## src/rtl/ft245_rx_framer.sv

```systemverilog
// ft245_rx_framer: hunts a sync byte plus a 24-bit length header in the FT245 receive stream and forwards only payload bytes, tagged with sof/eof
module ft245_rx_framer #(
    parameter logic [7:0] SYNC_BYTE    = 8'hCD,
    parameter int         IDLE_TIMEOUT = 1024
) (
    input  logic        ftdi_clk,
    input  logic        rst,
    input  logic [7:0]  i_in_data,
    input  logic        i_in_valid,
    output logic        o_in_ready,
    output logic [7:0]  o_out_data,
    output logic        o_out_sof,
    output logic        o_out_eof,
    output logic        o_out_wr,
    input  logic        i_out_full,
    output logic        o_frame_active,
    output logic [23:0] o_frame_len,
    output logic        o_err_sync,
    output logic        o_err_timeout,
    output logic [15:0] o_frame_count
);
    typedef enum logic [2:0] {HUNT, LEN2, LEN1, LEN0, PAYLOAD} state_t;

    localparam logic [15:0] TMO_LAST = 16'(IDLE_TIMEOUT - 1);

    state_t      r_state;
    logic [24:0] r_rem;
    logic [15:0] r_tmo;
    logic        r_first;
    logic [7:0]  r_data;
    logic        r_sof;
    logic        r_eof;
    logic        r_wr;
    logic [23:0] r_len;
    logic        r_err_sync;
    logic        r_err_tmo;
    logic [15:0] r_count;
    logic        w_acc;

    assign o_in_ready     = (r_state == PAYLOAD) ? !i_out_full : 1'b1;
    assign w_acc          = i_in_valid && o_in_ready;
    assign o_frame_active = r_state != HUNT;
    assign o_out_data     = r_data;
    assign o_out_sof      = r_sof;
    assign o_out_eof      = r_eof;
    assign o_out_wr       = r_wr;
    assign o_frame_len    = r_len;
    assign o_err_sync     = r_err_sync;
    assign o_err_timeout  = r_err_tmo;
    assign o_frame_count  = r_count;

    // Header/payload state machine with registered FIFO write port and idle-timeout abort; an acceptance always beats an expiring timeout
    always_ff @(posedge ftdi_clk) begin
        if (rst) begin
            r_state    <= HUNT;
            r_rem      <= '0;
            r_tmo      <= '0;
            r_first    <= 1'b0;
            r_data     <= '0;
            r_sof      <= 1'b0;
            r_eof      <= 1'b0;
            r_wr       <= 1'b0;
            r_len      <= '0;
            r_err_sync <= 1'b0;
            r_err_tmo  <= 1'b0;
            r_count    <= '0;
        end else begin
            r_wr       <= 1'b0;
            r_sof      <= 1'b0;
            r_eof      <= 1'b0;
            r_err_sync <= 1'b0;
            r_err_tmo  <= 1'b0;
            case (r_state)
                HUNT: if (w_acc) begin
                    if (i_in_data == SYNC_BYTE) r_state <= LEN2;
                    else r_err_sync <= 1'b1;
                end
                LEN2: if (w_acc) begin
                    r_len[23:16] <= i_in_data;
                    r_state      <= LEN1;
                end
                LEN1: if (w_acc) begin
                    r_len[15:8] <= i_in_data;
                    r_state     <= LEN0;
                end
                LEN0: if (w_acc) begin
                    r_len[7:0] <= i_in_data;
                    r_rem      <= 25'({r_len[23:8], i_in_data}) + 25'd1;
                    r_first    <= 1'b1;
                    r_state    <= PAYLOAD;
                end
                PAYLOAD: if (w_acc) begin
                    r_data  <= i_in_data;
                    r_wr    <= 1'b1;
                    r_sof   <= r_first;
                    r_first <= 1'b0;
                    r_eof   <= r_rem == 25'd1;
                    r_rem   <= r_rem - 25'd1;
                    if (r_rem == 25'd1) begin
                        r_state <= HUNT;
                        r_count <= r_count + 16'd1;
                    end
                end
                default: r_state <= HUNT;
            endcase
            if (r_state == HUNT || w_acc) r_tmo <= '0;
            else if (!i_in_valid) begin
                if (r_tmo == TMO_LAST) begin
                    r_err_tmo <= 1'b1;
                    r_state   <= HUNT;
                    r_tmo     <= '0;
                end else r_tmo <= r_tmo + 16'd1;
            end
        end
    end
endmodule

```

## config.mk

```make
export PLATFORM = sky130hd
export DESIGN_NAME = ft245_rx_framer
export DESIGN_NICKNAME = d
export VERILOG_FILES = /design/src/rtl/ft245_rx_framer.sv
export SDC_FILE = /design/constraint.sdc
export NUM_CORES = 1
export LEC_CHECK = 0
export CORE_UTILIZATION = 60
export DETAILED_ROUTE_END_ITERATION = 10
export PLACE_DENSITY = 0.95
export SLEW_MARGIN = 15
export SYNTH_ARGS = -nofsm -noshare
export SYNTH_HDL_FRONTEND = slang
export SYNTH_SLANG_ARGS = --single-unit
```

## constraint.sdc

```tcl
create_clock -name ftdi_clk -period 4.5 [get_ports ftdi_clk]
set_clock_uncertainty 0.2 [all_clocks]
set_input_delay 0.45 -clock ftdi_clk [delete_from_list [all_inputs] [get_ports ftdi_clk]]
set_output_delay 0.45 -clock ftdi_clk [all_outputs]
set_load 0.01 [all_outputs]
```

* Word level (Yosys, flattened, before mapping) *
Index checks and enable logic that the tools add are counted.

cells by class
  add/sub/neg operators = 4
  multiply operators = 0
  divide/modulo/power cells = 0
  order comparisons = 0
  equality and inequality tests = 9
  shift-type cells = 0
  mux-type cells = 22
  bitwise operators = 3
  reductions and logical operators = 17

operators with widths
  operator                                               number
  two-way mux 25 bit                                     2
  case mux 25 bit (2 select lines)                       1
  adder 16 x 1 -> 16 bit, second input constant          2
  two-way mux 3 bit                                      10
  adder 24 x 1 -> 25 bit, second input constant          1
  equality test 25 x 1 -> 1 bit, second input constant   1
  subtractor 25 x 1 -> 25 bit, second input constant     1
  equality test 16 x 10 -> 1 bit, second input constant  1
  two-way mux 16 bit                                     1
  case mux 3 bit (5 select lines)                        1
  OR reduction 3 bit                                     3
  equality test 8 bit, second input constant             1
  AND reduction 2 bit                                    4
  equality test 3 x 2 -> 1 bit, second input constant    2
  two-way mux 1 bit                                      6
  AND reduction 3 bit                                    2
  != test 2 bit, second input constant                   2
  OR reduction 2 bit                                     2
  equality test 3 x 1 -> 1 bit, second input constant    1
  equality test 3 bit, second input constant             1
  logical NOT 3 bit                                      1
  NOT 1 bit                                              3
  nonzero test 3 bit                                     1
  case mux 1 bit (2 select lines)                        1
  4 further kinds                                        4

storage, ports and cells
  register bits = 98
  bits in latches = 0
  bits in writable memories = 0
  ROM bits = 0
  word-level logic and storage cells = 69
  memories = 0

* Logic depth before layout (Yosys ltp) *
  depth after elaboration = 8
  depth in mapped cells = 9

* Worst setup path after synthesis *
OpenSTA, ideal clock, no wires.

  kind = register to register
  from = register r_rem[0]
  to = register r_count[8], in the netlist o_frame_count[8]
  setup time = 0.070 ns
  arrival time = 2.333 ns
  slack = 1.896 ns
  stages on the path, launching flop included = 8
  path through = dfxtp_1 > ha_1 > or4bb_1 > a211o_1 > or4_1 > buf_2 > or4_1 > a21oi_1

on the way
  longest elaborated chain between the ends = 2

RTL lines
  item                           RTL line  text
  from (decl)                    27        logic [24:0] r_rem;
  from (signal assigned)         88        r_rem <= 25'({r_len[23:8], i_in_data}) + 25'd1;
  from (signal assigned)         98        r_rem <= r_rem - 25'd1;
  equality test 25 x 1 -> 1 bit  99        if (r_rem == 25'd1) begin
  AND reduction 3 bit (no line)  --
  to (signal assigned)           101       r_count <= r_count + 16'd1;
  to (decl)                      37        logic [15:0] r_count;

Every way passes these cells.
A chain may end at the register's enable or synchronous reset.

* Final worst setup path *
  from = register r_state[2]
  to = register r_count[4], in the netlist o_frame_count[4]

on the way
  longest elaborated chain between the ends = 4

RTL lines
  item                               RTL line  text
  from (decl)                        26        state_t r_state;
  from (signal assigned)             55        r_state <= HUNT;
  from (signal assigned)             75        if (i_in_data == SYNC_BYTE) r_state <= LEN2;
  from (signal assigned)             80        r_state <= LEN1;
  equality test 3 bit (*)            40, 73
  two-way mux 1 bit                  40        assign o_in_ready = (r_state == PAYLOAD) ? !i_out_full : 1'b1;
  logical AND 1 bit                  41        assign w_acc = i_in_valid && o_in_ready;
  AND reduction 3 bit (no line) (*)  --

Every way passes the cells marked *; elsewhere a longest branch is shown, timed or not.

==> metrics.yaml <==
global_route:
  grt_overflow: 0
  grt_max_degree: 57
  grt_pass1_wl_mm: 22.14
  track_usage: 0.3211
  antenna_found_initial: 0
  grt_pass1_vias: 4672
routing:
  viasPerCell: 6.406
  postRouteAntennaNets: 0
  drtIter0Drc: 658
  wl_per_cell_um: 17.29
  firstDrtPassIters: 6
  via_count: 5054
  drc: 0
  routed_wl_mm: 13.64
setup_path:
  slowest_stage: "or4_1"
  path_delay_family: "simple AND/OR/NAND/NOR gates"
  critical-path-max-stage-delay_ns: 0.92
  crit_arrival_ns: 3.28
  critPathMaxFanout: 21
  crit_chain: "or3b_1 > or4_1 > or4b_1 > a21oi_1"
  critical_path_buf_inv_count: 0
  crit_type: "register to register"
  start_kind: "register"
  endpoint_kind: "register"
  cp.required_ns: 4.61
clock_network:
  cts-htree-levels: 3
  path_clk_slew_ns: 0.11
  holdBufCountCts: 0
  cts_sinks: 98
  root_buffer: "clkbuf_8"
  cts_setup_buffers: 0
  numCtsBuffers: 9
  cts_tree: "done"
  cts_resized: 0
  clock_path_buffers: 2
  worst_skew_pair.late_latency_ns: 0.39
placed_design:
  pre_cts_ws_ns: 0.9841
  globalplace.congestion: 0.9927
  placed_cell_area_um2: 5685
  port_buffers: 66
  hpwl_mm: 9.427
yosys:
  yosysWarnings: 0
  ys.flop_type: "dfxtp_1"
  syn_area_um2: 5011
  synth.distinct_cells: 60
  ys_ff_latch: 98
  synth_edf_count: 0
  synthArstFlopShare: 0
  ys_seq_area_frac: 0.3915
  synth_fp_nets: 659
  syn_inst: 641
  synth.avg_cell_area_um2: 7.818
power_and_ir_drop:
  p_leak_uw: 0.001916
  max-vdd-ir-drop_uv: 193.3
  power.density_nw_per_um2: 251.6
timing:
  holdWs_ns: 0.2710
  min_period_over_period: 0.7031
  setup_ws_ns: 1.336
  tns_ns: 0
  relSlewSlack: 0.2289
  worst-slew-pin-transition_ns: 1.152
  slew_violations: 0
  max_freq_mhz: 316.1
  finalSetupViolCount: 0
  post-route-min-period_ns: 3.164
  hold_viol: 0
  rsz0062_at_grt: "no"
die:
  die-area_um2: 8721
  fp.coreArea_um2: 7888
  die_w_um: 93.39
  io_pins: 67
  fp.dieH_um: 93.39
  row_count: 32
  start_util: 0.6353
cells_and_area:
  syn2layout_area_growth_pct: 17.18
  drive_gt1_frac: 0.05095
  diodes: 0
  fin_nets: 700
  post-route-util: 0.7444
  final_area_um2: 5872
  fillers: 531
status:
  status: "finished, final reports clean"
hold_path:
  hold_path.class: "register to register"
flow_run:
  cap_violations: 0
[routing by layer]
layer  global-route usage  vias up  wire length (µm)
met2               0.5453      256              6567
met4               0.1192        0               299
met1               0.3975     2368              5582
met5                    0        -                 0
li1                     -     2386                 -
met3              0.07073       44              1193
[report_power, final]
part / leakage [µW] / switching [µW] / internal (µW) / total [µW]
Sequential: 0.000789 / 0.322 / 867 / 868
Combinational: 0.00103 / 36.7 / 18.7 / 55.4
Clock: 0.0000925 / 343 / 211 / 554
[sequential cells by signal, indices dropped and copies added, names as in the netlist]
register       flops
o_out_data         8
o_out_wr           1
o_out_eof          1
o_frame_count     16
o_out_sof          1
o_frame_len       24
r_rem             25
r_first            1
r_state            3
o_err_timeout      1
r_tmo             16
o_err_sync         1
[worst register-to-register path, delay by kind of cell, from the launching register on]
| kind | cells | cell delay [ns] |
|---|---|---|
| and+or+nand+nor | 3 | 2.22 |
| DFF | 1 | 0.53 |
| AOI/OAI and AO/OA | 1 | 0.16 |
[final timing paths]
| kind | end | depth (start not counted) | from | slack (ns) |
|---|---|---|---|---|
| setup / recovery | o_frame_count[4] | 4 | r_state[2] | 1.34 |
| hold / removal | o_frame_len[2] | 2 | o_frame_len[2] | 0.27 |
| setup reg to reg | o_frame_count[4] | 4 | r_state[2] | 1.34 |
| hold reg to reg | o_frame_len[2] | 2 | o_frame_len[2] | 0.27 |
[placed cells by master, fill, tap and decap left out, types with 4 or more instances in the layout]
| master | n |
|---|---|
| nand4b_1 | 4 |
| nor3_1 | 16 |
| xor2_1 | 24 |
| nand2b_1 | 5 |
| inv_1 | 10 |
| and2_1 | 6 |
| o31ai_1 | 10 |
| nand3b_1 | 4 |
| nand4_1 | 12 |
| or4_1 | 10 |
| dfxtp_1 | 98 |
| xnor2_1 | 12 |
| nand2_1 | 101 |
| a31oi_1 | 6 |
| clkbuf_8 | 9 |
| and3_1 | 4 |
| ha_1 | 6 |
| a21oi_1 | 62 |
| nor4_1 | 14 |
| mux2i_1 | 9 |
| o21ai_0 | 28 |
| buf_4 | 5 |
| o211ai_1 | 4 |
| or3_1 | 8 |
| a211oi_1 | 7 |
| nor2_1 | 60 |
| clkdlybuf4s50_1 | 65 |
| and4b_1 | 4 |
| nand3_1 | 26 |
[cells in the mapped netlist (12+ instances only)]
cell | n | area (µm²)
nor4_1 | 14 | 87.58
nand4_1 | 12 | 75.07
xnor2_1 | 12 | 105.1
dfxtp_1 | 98 | 1962
clkbuf_1 | 37 | 138.9
nand2_1 | 101 | 379.1
a21oi_1 | 62 | 310.3
o21ai_0 | 28 | 140.1
nor3_1 | 16 | 80.08
nor2_1 | 60 | 225.2
nand3_1 | 26 | 130.1
xor2_1 | 24 | 210.2
[stage by stage]
step | total power (µW) | cells
3_3_place_gp | 939.6 | 773
3_5_place_dp | 940.7 | 773
6_report | 1477 | 789
2_1_floorplan | 920.4 | 641
5_1_grt | 1510 | 789
4_1_cts | 1471 | 789
[cells by family after synthesis]
group                    Yosys count  share of synthesized area
AND/OR/NAND/NOR                  296                     0.2974
buffers and inverters             51                    0.03895
multiplexers                       9                    0.01798
adder cells (fa/ha/maj)            6                    0.01498
AO/OA/AOI/OAI                    145                     0.1763
flip-flops                        98                     0.3915
XOR/XNOR                          36                    0.06292
[final cells by class]
class                      instances  area (µm²)  share of cell area
multi-input combinational        492        2869              0.4886
sequential                        98        1962              0.3341
timing repair buffer              71       693.2              0.1180
tap                              102       127.6             0.02173
clock buffer                       9       123.9             0.02110
clock inverter                     7       58.81             0.01001
inverter                          10       37.54            0.006393
Note: power is estimated with default switching activity, not from simulation.
